==> src/rtl/disp_pkg.sv <==
// Shared types and widths for the hex-display value source.
// DISP_WR_COUNT_EN adds the write-count page to the page sequence.
package disp_pkg;

  localparam int DISP_W = 16;
  localparam int CAP_W  = 32;

  typedef enum logic [1:0] {
    PAGE_LO  = 2'd0,
    PAGE_HI  = 2'd1,
    PAGE_CNT = 2'd2
  } page_e;

  // Page order on each press; the write-count page only exists with the counter
  function automatic page_e next_page(input page_e cur);
    page_e nxt;
    nxt = PAGE_LO;
    case (cur)
      PAGE_LO: nxt = PAGE_HI;
`ifdef DISP_WR_COUNT_EN
      PAGE_HI: nxt = PAGE_CNT;
`else
      PAGE_HI: nxt = PAGE_LO;
`endif
      default: nxt = PAGE_LO;
    endcase
    return nxt;
  endfunction

endpackage

==> src/rtl/btn_debounce.sv <==
// Push-button conditioner: 2-FF synchroniser, stable-level debounce counter
// and a one-cycle press pulse on accepted 0->1 transitions.
module btn_debounce #(
  parameter int DEB_CYCLES = 1_000_000
) (
  input  logic clk,
  input  logic reset,
  input  logic btn_raw,
  output logic level,
  output logic press
);

  localparam int CNT_W = (DEB_CYCLES > 1) ? $clog2(DEB_CYCLES) : 1;
  localparam logic [CNT_W-1:0] CNT_LAST = CNT_W'(DEB_CYCLES - 1);

  logic             r_sync1;
  logic             r_sync2;
  logic             r_level;
  logic [CNT_W-1:0] r_cnt;
  logic             w_expire;

  assign w_expire = (r_sync2 != r_level) && (r_cnt == CNT_LAST);

  always_ff @(posedge clk or negedge reset) begin
    if (!reset) begin
      r_sync1 <= 1'b0;
      r_sync2 <= 1'b0;
      r_level <= 1'b0;
      r_cnt   <= '0;
    end else begin
      r_sync1 <= btn_raw;
      r_sync2 <= r_sync1;
      if (r_sync2 == r_level) begin
        r_cnt <= '0;
      end else if (w_expire) begin
        r_level <= r_sync2;
        r_cnt   <= '0;
      end else begin
        r_cnt <= r_cnt + 1'b1;
      end
    end
  end

  // Pulse coincides with the edge that raises the stable level
  assign press = w_expire & r_sync2;
  assign level = r_level;

endmodule

==> src/rtl/disp_value_src.sv <==
// Feeds one 16-bit page of the CPU display register to the hex display.
// Optional macro DISP_WR_COUNT_EN adds a write counter shown on page 2.
module disp_value_src
  import disp_pkg::*;
#(
  parameter int               DEB_CYCLES  = 1_000_000,
  parameter logic [CAP_W-1:0] RESET_VALUE = 32'h0000_0000
) (
  input  logic              clk,
  input  logic              reset,
  input  logic              wr_en,
  input  logic [CAP_W-1:0]  wr_data,
  input  logic              btn_page,
  input  logic              hold,
  output logic [DISP_W-1:0] data,
  output logic [1:0]        page
);

  logic [CAP_W-1:0]  r_capture;
  logic [DISP_W-1:0] r_data;
  page_e             r_page;
  page_e             w_page_next;
  logic [DISP_W-1:0] w_sel;
  logic              w_press;
  logic              w_level_unused;

  btn_debounce #(
    .DEB_CYCLES(DEB_CYCLES)
  ) u_btn_debounce (
    .clk     (clk),
    .reset   (reset),
    .btn_raw (btn_page),
    .level   (w_level_unused),
    .press   (w_press)
  );

  always_ff @(posedge clk or negedge reset) begin
    if (!reset) begin
      r_capture <= RESET_VALUE;
    end else if (wr_en) begin
      r_capture <= wr_data;
    end
  end

`ifdef DISP_WR_COUNT_EN
  logic [DISP_W-1:0] r_wr_cnt;

  always_ff @(posedge clk or negedge reset) begin
    if (!reset) begin
      r_wr_cnt <= '0;
    end else if (wr_en) begin
      r_wr_cnt <= r_wr_cnt + 1'b1;
    end
  end
`endif

  always_ff @(posedge clk or negedge reset) begin
    if (!reset) begin
      r_page <= PAGE_LO;
    end else begin
      r_page <= w_page_next;
    end
  end

  always_comb begin
    w_page_next = r_page;
    if (w_press) begin
      w_page_next = next_page(r_page);
    end
  end

  always_comb begin
    w_sel = r_capture[DISP_W-1:0];
    case (r_page)
      PAGE_HI:  w_sel = r_capture[CAP_W-1:DISP_W];
`ifdef DISP_WR_COUNT_EN
      PAGE_CNT: w_sel = r_wr_cnt;
`endif
      default:  w_sel = r_capture[DISP_W-1:0];
    endcase
  end

  // Output lags capture/page by one cycle; hold only freezes this register
  always_ff @(posedge clk or negedge reset) begin
    if (!reset) begin
      r_data <= RESET_VALUE[DISP_W-1:0];
    end else if (!hold) begin
      r_data <= w_sel;
    end
  end

  assign data = r_data;

`ifdef DISP_WR_COUNT_EN
  assign page = r_page;
`else
  assign page = {1'b0, r_page[0]};
`endif

endmodule
==> config.mk <==
export PLATFORM = sky130hd
export DESIGN_NAME = disp_value_src
export DESIGN_NICKNAME = d
export VERILOG_FILES = /design/src/rtl/disp_pkg.sv /design/src/rtl/btn_debounce.sv /design/src/rtl/disp_value_src.sv
export SDC_FILE = /design/constraint.sdc
export NUM_CORES = 1
export LEC_CHECK = 0
export BUFFER_PORTS_ARGS = -buffer_cell sky130_fd_sc_hd__buf_2
export CORE_ASPECT_RATIO = 2
export CORE_MARGIN = 4
export CORE_UTILIZATION = 45
export DETAILED_ROUTE_END_ITERATION = 8
export PLACE_DENSITY = 0.8
export SETUP_SLACK_MARGIN = 0.02
export SYNTH_ARGS = -nofsm -noshare
export SYNTH_HDL_FRONTEND = slang
export SYNTH_SLANG_ARGS = --single-unit
==> constraint.sdc <==
create_clock -name clk -period 2 [get_ports clk]
set_clock_uncertainty 0.05 [all_clocks]
set_input_delay 0.6 -clock clk [delete_from_list [all_inputs] [get_ports clk]]
set_output_delay 0.6 -clock clk [all_outputs]
set_load 0.02 [all_outputs]
# == Yosys cells after proc, flatten, opt, wreduce, memory -nomap -nowiden ==
# Cells that the tools add are included.
# op_classes
addsub,1
multipliers,0
div_mod_pow,0
magnitude_cmp,0
eq_ne,4
shifts,0
mux,4
n_bitwise,2
reduce_logical,3
# ops
cell,n
$mux 20,2
$add 20x1->20 const B,1
$eq 20x20->1 const B,1
$mux 16,1
$eq 2x1->1 const B,1
$logic_not 2->1,1
$reduce_and 2->1,1
$and 1x1->1,1
$eq 1x1->1,1
$logic_and 1x1->1,1
$mux 1,1
$ne 1x1->1,1
$not 1->1,1
# totals
ff_bits,73
latch_bits,0
ram_bits,0
mem_bits_ro,0
input_bits,37
output_inout_bits,18
wordCells,21
memories,0

# == Logic depth before layout (Yosys ltp) ==
# Gate-level depths: netlist of the first run.
# logic_depth
depth_word,4
depth_mapped,7
depth_no_buf,5

# == Cells and area by module ==
# From an unflattened synthesis of the first run, not the netlist that was laid out.
# unflattened
hier_cells,247
hier_area_um2,3294.4
# modules_own_cells
mod,instances,cells_per_inst,area_per_inst_um2,seq_area_each_um2
disp_value_src,1,141,2134.5,1226.2
btn_debounce,1,106,1159.9,575.6

# == Worst setup path after synthesis of the first run ==
# OpenSTA, ideal clock, no wires.
# synth_path
path_type,reg-to-reg
start,reg u_btn_debounce.r_cnt[10]
end,reg u_btn_debounce.r_cnt[18]
setup_ps,134
arrival_ps,1736
required_time_ps,1816
path_slack_ps,80
path_stages_with_launch,6
n_path_buf,1
period_less_slack_ps,1920
cell_sequence,dfrtp_1 -> or4_1 -> or4_4 -> o21ai_2 -> buf_4 -> a21oi_1
# synth_between
elab_chain_len,4
elab_cells_between_ends,5
cone_classes,1 x add/sub; 1 x eq/ne; 2 x mux; 1 x reduce/logical
# synth_rtl
element,line,text
from (decl),btn_debounce.sv:19,logic [CNT_W-1:0] r_cnt;
from (signal assigned),btn_debounce.sv:39,r_cnt <= r_cnt + 1'b1;
branches (longest 2 deep; another with $add 20x1->20),-,
$mux 20 *,btn_debounce.sv:35,end else if (w_expire) begin
$mux 20 *,btn_debounce.sv:33,if (r_sync2 == r_level) begin
# Every way passes the cells marked *.
# A chain may end at the register's enable or synchronous reset.

# == Worst setup path after layout of the first run ==
# layout_path
start,reg u_btn_debounce.r_cnt[12]
end,reg u_btn_debounce.r_cnt[19]
# The elaborated chain is that of the path after synthesis.

==> reports/qor.csv, run 1 <==
metric;value;unit
diodes;0;
synth_xor_area_frac;0.0456;
critPathMaxStageDelay;0.53;ns
synth.mux.area_fraction;0.169;
powerDensity;944;nW/um2
synth_top_family_by_area;multiplexers;
yosysWarnings;0;
synth_largest_area_cell;dfrtp_1;
synth-edff-count;0;
wl_met3;208;um
synth_compound_area_frac;0.0497;
worst_pin_slew;0.512;ns
arrival;2.12;ns
die_area;8290;um2
firstDrtPassIters;4;
clk_latency;0.33;ns
cts_tree;yes;
io_pins;55;
synth_cell_types;34;
synthSimpleGateAreaFrac;0.119;
ys_top_cells_by_area;dfrtp_1 (59%), mux2_2 (12%), mux2i_1 (5.2%);
dp.cells;394;
hold_viol;0;
synth_fa_ha_area_frac;0.00407;
cp-startpoint;u_btn_debounce.r_cnt[12]$_DFF_PN0_;
path_class;reg -> reg;
fmax;0.508;GHz
synth.avg_cell_area;12.2;um2
drc;0;
hpwl;4460;um
crit_path_start_kind;flop;
cts_buffers;9;
worstHoldPathType;in -> async;
grt_antenna_before_repair;0;
cp.required;2.15;ns
clock_sinks;72;
nFillCells;578;
drt-met1-wl;2380;um
period_needed;1.97;ns
finish.utilization;0.583;
syn_nets;290;
ys.flop_type;dfrtp_1;
grt_pass1_vias;2301;
multi_input_area;1200;um2
first_iter_violations;50;
slew_viol_final;0;
maxCapViolations;0;
rsz0062_at_grt;true;
die_w;66.4;um
clk_pin_slew;0.05;ns
grt_overflow;0;
slew_headroom;0.659;
area_growth;25.7;%
fin_cells;411;
io_buffers;53;
routed-wl-met2;3370;um
crit_chain;or4b_1, or4_4, o21ai_4, buf_6, a21oi_1;
vias;2136;
start_util;0.464;
fin_setup_tns;0;ns
outcome;finished clean;
power_leakage;1.71;nW
grt_first_pass_wirelength;10700;um
cts_hold_buf;0;
htreeDepth;3;
max-vdd-ir-drop;0.642;mV
drive_gt1_frac;0.372;
top_layer;met4;
cp_slowest_cell;or4_4;
cts_buffer_depth;2;
regArea;1800;um2
rows;42;
yosysSeqAreaShare;0.587;
timing.final.crit_share;0.984;
gp_congestion;0.865;
post_drt_wl_per_cell;14.9;um
timing.critical_path.fanout_max;10;
wirelength;6130;um
synth_cells;252;
grtUsageTotal;0.170;
grt_max_degree;52;
end_kind;flop;
r2r-start;u_btn_debounce.r_cnt[12]$_DFF_PN0_;
postRouteAntennaNets;0;
synth_area;3070;um2
num-nets-final;356;
ctsRootBufferMaster;clkbuf_16;
vias_per_cell;5.20;
synth_top_area_share;0.587;
p_total;0.00365;W
ys_seq_elements;72;
coreArea;6620;um2
report.final.setup_viol;0;
die_h;125;um
async_flop_share;1.00;
cell type report:
| type | instances | area share |
|---|---|---|
| tap | 88 | 0.0285 |
| clock buffer | 11 | 0.0629 |
| inverter | 4 | 0.00389 |
| sequential | 72 | 0.467 |
| timing repair buffer | 68 | 0.106 |
| multi-input combinational | 163 | 0.311 |
| clock inverter | 5 | 0.0207 |
through the flow:
stage	instance area (um2)	hold slack, ns	worst slack [ns]
after detailed placement	3520	0.292	0.0198
after floorplan	3070	0.254	0.0799
after global placement	3520	0.292	0.0301
after global routing	3860	0.105	-0.0304
after CTS	3850	0.0905	0.0194
final	3860	0.0966	0.0317
cell usage after synthesis (3+ instances only):
cell      instances
dfrtp_1          72
mux2_2           32
nand2_1          23
o21ai_0          17
mux2i_1          16
nor2_1           16
xor2_1            9
nand3_1           7
xnor2_1           7
clkbuf_1          6
a21oi_1           4
inv_1             4
o31ai_1           4
or4_1             4
buf_1             3
buf_4             3
nand4_1           3
nor3_1            3
report_power, final:
part / switching, W / internal [W] / total, W
sequential: 0.0000599 / 0.00157 / 0.00163
combinational: 0.000174 / 0.000151 / 0.000325
clock: 0.000570 / 0.00112 / 0.00169
critical path: cells and delay by family, from the launching register on:
kind / cells / cell delay, ns
buffers and inverters: 1 / 0.15
and+or+nand+nor: 2 / 1.05
DFF: 1 / 0.37
AOI/OAI and AO/OA: 2 / 0.22
repair_timing:
item	CTS	global route
pin swaps	1	0
gates cloned	0	0
gates resized for setup	3	0
setup buffers	0	1
endpoints found under the setup margin	20	21
final timing paths:
kind | to | slack, ns | cells after the start
min in group clk | u_btn_debounce.r_sync2$_DFF_PN0_ | 0.30 | 0
worst min-delay path | data[0]$_DFFE_PN0N_ | 0.1 | 1
worst max-delay path | u_btn_debounce.r_cnt[19]$_DFF_PN0_ | 0.03 | 5
worst min register to register | u_btn_debounce.r_sync2$_DFF_PN0_ | 0.30 | 0
max in group asynchronous | u_btn_debounce.r_cnt[15]$_DFF_PN0_ | 1.25 | 2
worst max register to register | u_btn_debounce.r_cnt[19]$_DFF_PN0_ | 0.03 | 5
layout by cell type, fill, tap and decap left out, types with 4 or more instances in the layout:
cell type and count:
o21ai_0 17, nand2_1 23, mux2_2 32, mux2i_1 16, nand3_1 7, o31ai_1 4, inv_1 4, buf_2 53
xnor2_1 7, a21oi_1 4, nor2_1 16, clkbuf_16 9, xor2_1 9, buf_4 11, or4_1 4, dfrtp_1 72
flip-flops by register name, summed over array words and instances (netlist names):
| register | cells |
|---|---|
| data | 16 |
| u_btn_debounce.r_sync1 | 1 |
| u_btn_debounce.r_sync2 | 1 |
| u_btn_debounce.r_cnt | 20 |
| r_page | 1 |
| r_capture | 32 |
| u_btn_debounce.level | 1 |
per-layer routing:
layer | track usage | vias to the layer above
met5 | 0 | -
met4 | 0.0886 | 0
met3 | 0.0415 | 12
met2 | 0.281 | 44
met1 | 0.197 | 1068
li1 | - | 1012
kinds of logic after synthesis:
| group | after synthesis |
|---|---|
| flops | 72 |
| simple gates | 70 |
| mux | 48 |
| compound gates | 27 |
| buf+inv | 17 |
| xor+xnor | 16 |
| fa+ha+maj | 1 |
| other cells | 1 |
No activity file was read; power rests on OpenSTA's default activity.
==> inputs of run 2 (changes only) <==
SYNTH_HIERARCHICAL = 1   (was not set)
==> run 2 against run 1 <==
Maximum frequency grew 4.4%. Routed wire length grew 5.1%. Synthesized cell count shrank 2.0%. Sequential power is essentially flat. Sequential share of layout area shrank 1.4 points.
==> reports/qor.csv, run 2 <==
metric;value;unit
fin_setup_tns;0;ns
synth_cell_types;38;
fin_cells;408;
max-vdd-ir-drop;0.715;mV
rows;43;
worst_pin_slew;0.551;ns
end_kind;flop;
post_drt_wl_per_cell;15.8;um
ctsRootBufferMaster;clkbuf_16;
grt_antenna_before_repair;0;
clk_latency;0.33;ns
synth.avg_cell_area;13.3;um2
start_util;0.467;
cp.required;2.16;ns
hold_viol;0;
vias_per_cell;5.14;
outcome;finished clean;
arrival;2.05;ns
coreArea;7050;um2
gp_congestion;0.827;
period_needed;1.89;ns
nFillCells;568;
die_area;8840;um2
ys.flop_type;dfrtp_1;
grtUsageTotal;0.174;
synth-edff-count;0;
area_growth;20.8;%
die_w;68.5;um
rsz0062_at_grt;false;
crit_path_start_kind;flop;
yosysMostFrequentCell;dfrtp_1;
slew_viol_final;0;
cts_tree;yes;
hpwl;4620;um
grt-busiest-layer;met2;
cts_hold_buf;0;
ys_seq_elements;72;
yosysWarnings;6;
largest_reg_flops;32;
num-nets-final;352;
io_buffers;53;
grt_first_pass_wirelength;11300;um
fmax;0.530;GHz
powerDensity;918;nW/um2
slew_headroom;0.633;
power_leakage;1.85;nW
ys_top_cells_by_area;dfrtp_1 (55%), mux2_4 (14%), mux2i_1 (5.2%);
async_flop_share;1.00;
drive_gt1_frac;0.387;
worstHoldPathType;in -> async;
timing.critical_path.fanout_max;4;
final_common_cell;dfrtp_1;
synth_area;3290;um2
synthTopCellsByCount;dfrtp_1 (72), mux2_4 (31), nand2_1 (22);
syn_nets;285;
clock_sinks;72;
io_pins;55;
drc;0;
first_iter_violations;62;
postRouteAntennaNets;0;
grt_util_met3;0.0515;
timing.final.crit_share;0.943;
grt_util_met1;0.206;
synth_cells;247;
path_class;reg -> reg;
wirelength;6440;um
htreeDepth;3;
diodes;0;
grt_max_degree;42;
met2_usage;0.278;
grt_overflow;0;
cts_buffer_depth;2;
clk_pin_slew;0.05;ns
grt_pass1_vias;2372;
cts_buffers;9;
hold_ws;0.170;ns
layout_common_cells;dfrtp_1 (72), buf_2 (53), mux2_4 (31), nand2_1 (22), mux2i_1 (17);
maxCapViolations;0;
vias;2099;
report.final.setup_viol;0;
die_h;129;um
dp.cells;391;
firstDrtPassIters;4;
synth_largest_area_cell;dfrtp_1;
yosysSeqAreaShare;0.547;
top_register;r_capture;
synth_top_area_share;0.547;
[run 2: cell types whose count changed after synthesis, moves of 3 or more]
cell	change
buf_1	-3
o21ai_0	-9
clkbuf_1	-4
mux2_2	-30
buf_12	+4
mux2_4	+31
o21ai_1	+9
[run 2: final timing paths]
| path | cells past startpoint | to | startpoint | slack, ns |
|---|---|---|---|---|
| min reg2reg | 0 | u_btn_debounce/r_sync2$_DFF_PN0_ | u_btn_debounce/r_sync1$_DFF_PN0_ | 0.32 |
| max | 4 | u_btn_debounce/level$_DFFE_PN0P_ | u_btn_debounce/r_cnt[16]$_DFF_PN0_ | 0.11 |
| max in group asynchronous | 2 | data[9]$_DFFE_PN0N_ | reset | 1.17 |
| max reg2reg | 4 | u_btn_debounce/level$_DFFE_PN0P_ | u_btn_debounce/r_cnt[16]$_DFF_PN0_ | 0.11 |
| min | 1 | data[0]$_DFFE_PN0N_ | reset | 0.17 |
| min in group clk | 0 | u_btn_debounce/r_sync2$_DFF_PN0_ | u_btn_debounce/r_sync1$_DFF_PN0_ | 0.32 |
[run 2: through the flow]
stage                     instance area [um2]  power [W]  worst slack (ns)   util
after global routing                     3980    0.00380            0.0204  0.565
final                                    3980    0.00365             0.115  0.565
after floorplan                          3290    0.00189             0.130      -
after detailed placement                 3660    0.00204            0.0392  0.519
after CTS                                3970    0.00370            0.0781  0.563
after global placement                   3660    0.00202            0.0734  0.519
[run 2: cell families after synthesis]
group	Yosys count	share of synthesized area
fa+ha+maj	1	0.00380
other cells	1	0.00114
flops	72	0.547
compound gates	26	0.0486
xor+xnor	15	0.0399
mux	50	0.200
buf+inv	13	0.0418
simple gates	69	0.118
[run 2: routing by layer]
| metal | part of all wire | wire length [um] |
|---|---|---|
| met3 | 0.038 | 246 |
| met5 | 0 | 0 |
| met2 | 0.52 | 3380 |
| met4 | 0.031 | 197 |
| met1 | 0.41 | 2620 |
[run 2: timing repair]
action	4_1_cts	5_1_grt
pin swaps	0	1
resized for setup	1	0
buffers inserted	0	2
setup endpoints to repair	1	1
[run 2: area by class of cell]
| cell class | instances | area (um2) | area share |
|---|---|---|---|
| sequential | 72 | 1800 | 0.453 |
| tap | 90 | 113 | 0.0283 |
| clock buffer | 11 | 233 | 0.0585 |
| timing repair buffer | 67 | 395 | 0.0993 |
| clock inverter | 4 | 70.1 | 0.0176 |
| multi-input combinational | 162 | 1360 | 0.342 |
| inverter | 2 | 7.51 | 0.00189 |
[run 2: worst max-delay path: stages, from the launching register on]
cell and delay, ns:
dfrtp_1 0.40, nand3_2 0.14, or3_4 0.40, or4_4 0.46, mux2_4 0.32
[run 2: where the power goes]
part,internal [W],switching [W]
clock network,0.00108,0.000562
logic,0.000189,0.000182
registers,0.00157,0.0000696
total,0.00284,0.000814
==> inputs of run 3 (changes only) <==
--- a/config.mk
+++ b/config.mk
@@ -11,4 +11,5 @@
 export CORE_UTILIZATION = 45
 export DETAILED_ROUTE_END_ITERATION = 8
+export GPL_TIMING_DRIVEN = 0
 export PLACE_DENSITY = 0.8
 export SETUP_SLACK_MARGIN = 0.02
==> constraint.sdc (replaced) <==
create_clock -name clk -period 2 [get_ports clk]
set_clock_uncertainty 0.05 [all_clocks]
set_input_delay 0.6 -clock clk [delete_from_list [all_inputs] [get_ports clk]]
set_output_delay 0.6 -clock clk [all_outputs]
set_load 0.01 [all_outputs]
==> run 3 against run 2 <==
Sequential share of layout area decreased by 0.39 points. Core utilization increased by 0.53 points. Combinational power shrank 4%. Critical path depth increased by 1. Clock-buffer cell count rose by 3. Final cell count is 0.49% higher. Die area did not move. Total power decreased by 4.2%. Sequential power is essentially flat. Maximum frequency decreased by 3.8%. Critical endpoint is now r_page[0]$_DFFE_PN0P_. Largest power group unchanged.
==> reports/qor.csv, run 3 (synthesized netlist as in run 2, its figures left out) <==
metric;value;unit
outcome;finished clean;
fin_setup_tns;0;ns
hp-start;u_btn_debounce/r_sync1$_DFF_PN0_;
gp_congestion;0.839;
top_register;r_capture;
power_leakage;1.87;nW
arrival;2.16;ns
post_drt_wl_per_cell;16.7;um
cp-startpoint;u_btn_debounce/r_cnt[16]$_DFF_PN0_;
maxCapViolations;0;
layout_common_cells;dfrtp_1 (71), buf_2 (52), mux2_4 (31), nand2_1 (22), mux2i_1 (17);
finish.utilization;0.570;
largest_reg_flops;32;
postRouteAntennaNets;0;
slew_headroom;0.419;
grt_overflow;0;
ctsRootBufferMaster;clkbuf_16;
timing.final.crit_share;0.980;
worstHoldPathType;reg -> reg;
nFillCells;572;
grt_first_pass_wirelength;11300;um
hold_viol;0;
powerDensity;871;nW/um2
drive_gt1_frac;0.388;
rows;43;
cts_hold_buf;0;
start_util;0.467;
grt_antenna_before_repair;0;
die_h;129;um
hold_depth;0;
path_class;reg -> reg;
slew_viol_final;0;
htreeDepth;3;
grt_max_degree;73;
drc;0;
r2r_cells;5;
io_pins;55;
area_growth;22.0;%
die_w;68.5;um
stdcell_area;4020;um2
first_iter_violations;67;
die_area;8840;um2
vias;2154;
timing.critical_path.fanout_max;4;
cts_buffers;9;
diodes;0;
cp.required;2.20;ns
clock_sinks;72;
io_buffers;52;
coreArea;7050;um2
grt_pass1_vias;2341;
firstDrtPassIters;4;
fmax;0.510;GHz
vias_per_cell;5.25;
report.final.setup_viol;0;
hold_end;u_btn_debounce/r_sync2$_DFF_PN0_;
reg2reg_to;r_page[0]$_DFFE_PN0P_;
grtUsageTotal;0.177;
end_kind;flop;
clk_latency;0.33;ns
crit_path_start_kind;flop;
max-vdd-ir-drop;0.758;mV
num-nets-final;353;
final_common_cell;dfrtp_1;
cts_tree;yes;
worst_pin_slew;0.871;ns
r2r-start;u_btn_debounce/r_cnt[16]$_DFF_PN0_;
wirelength;6850;um
clk_pin_slew;0.05;ns
period_needed;1.96;ns
rrSetupSlack;0.04;ns
hpwl;4870;um
cts_buffer_depth;2;
rsz0062_at_grt;true;
dpl_cell_area;3670;um2
run 3: power by group:
group | internal (W) | switching [W]
clock network | 0.000939 | 0.000568
registers | 0.00157 | 0.0000681
logic | 0.000195 | 0.000160
run 3: worst max-delay path, stage by stage (launching register included):
cell     delay [ns]
dfrtp_1        0.41
nand3_2        0.12
or3_4          0.40
or4_4          0.53
nor3b_2        0.21
xor2_1         0.16
run 3: final cells by class:
| class | instances | area (um2) | share of cell area |
|---|---|---|---|
| Inverter | 2 | 7.51 | 0.00187 |
| Timing Repair Buffer | 57 | 300 | 0.0747 |
| Buffer | 11 | 130 | 0.0324 |
| Tap cell | 90 | 113 | 0.0280 |
| Sequential cell | 72 | 1800 | 0.449 |
| Multi-Input combinational cell | 162 | 1380 | 0.343 |
| Clock inverter | 2 | 12.5 | 0.00311 |
| Clock buffer | 14 | 274 | 0.0682 |
run 3: metal layers:
metal	vias to the layer above	GRT usage	routed length (um)
li1	1006	-	-
met1	1076	0.191	2500
met2	57	0.301	3840
met3	15	0.0480	321
met4	0	0.0973	197
met5	-	0	0
run 3: timing repair:
| action | in CTS | in global routing |
|---|---|---|
| pin swaps | 3 | 4 |
| gates resized for setup | 1 | 3 |
| setup buffers | 1 | 4 |
| setup endpoints to repair | 11 | 3 |
run 3: per-stage QoR:
step | hold WS (ns) | total power, W | cells | setup WS (ns)
after floorplan | 0.254 | 0.00186 | 247 | 0.130
after global placement | 0.287 | 0.00200 | 389 | -0.0565
after detailed placement | 0.285 | 0.00202 | 389 | -0.0648
after CTS | 0.297 | 0.00354 | 406 | 0.0371
after global routing | 0.304 | 0.00365 | 410 | -0.0216
final | 0.296 | 0.00350 | 410 | 0.0409
run 3: how the worst max path moves through the flow:
stage               slack [ns]                                  to
finish                    0.04               r_page[0]$_DFFE_PN0P_
global route             -0.02               r_page[0]$_DFFE_PN0P_
CTS                       0.04               r_page[0]$_DFFE_PN0P_
detailed placement       -0.06  u_btn_debounce/r_cnt[16]$_DFF_PN0_
global placement         -0.06           r_capture[12]$_DFFE_PN0P_
floorplan                 0.13               r_page[0]$_DFFE_PN0P_
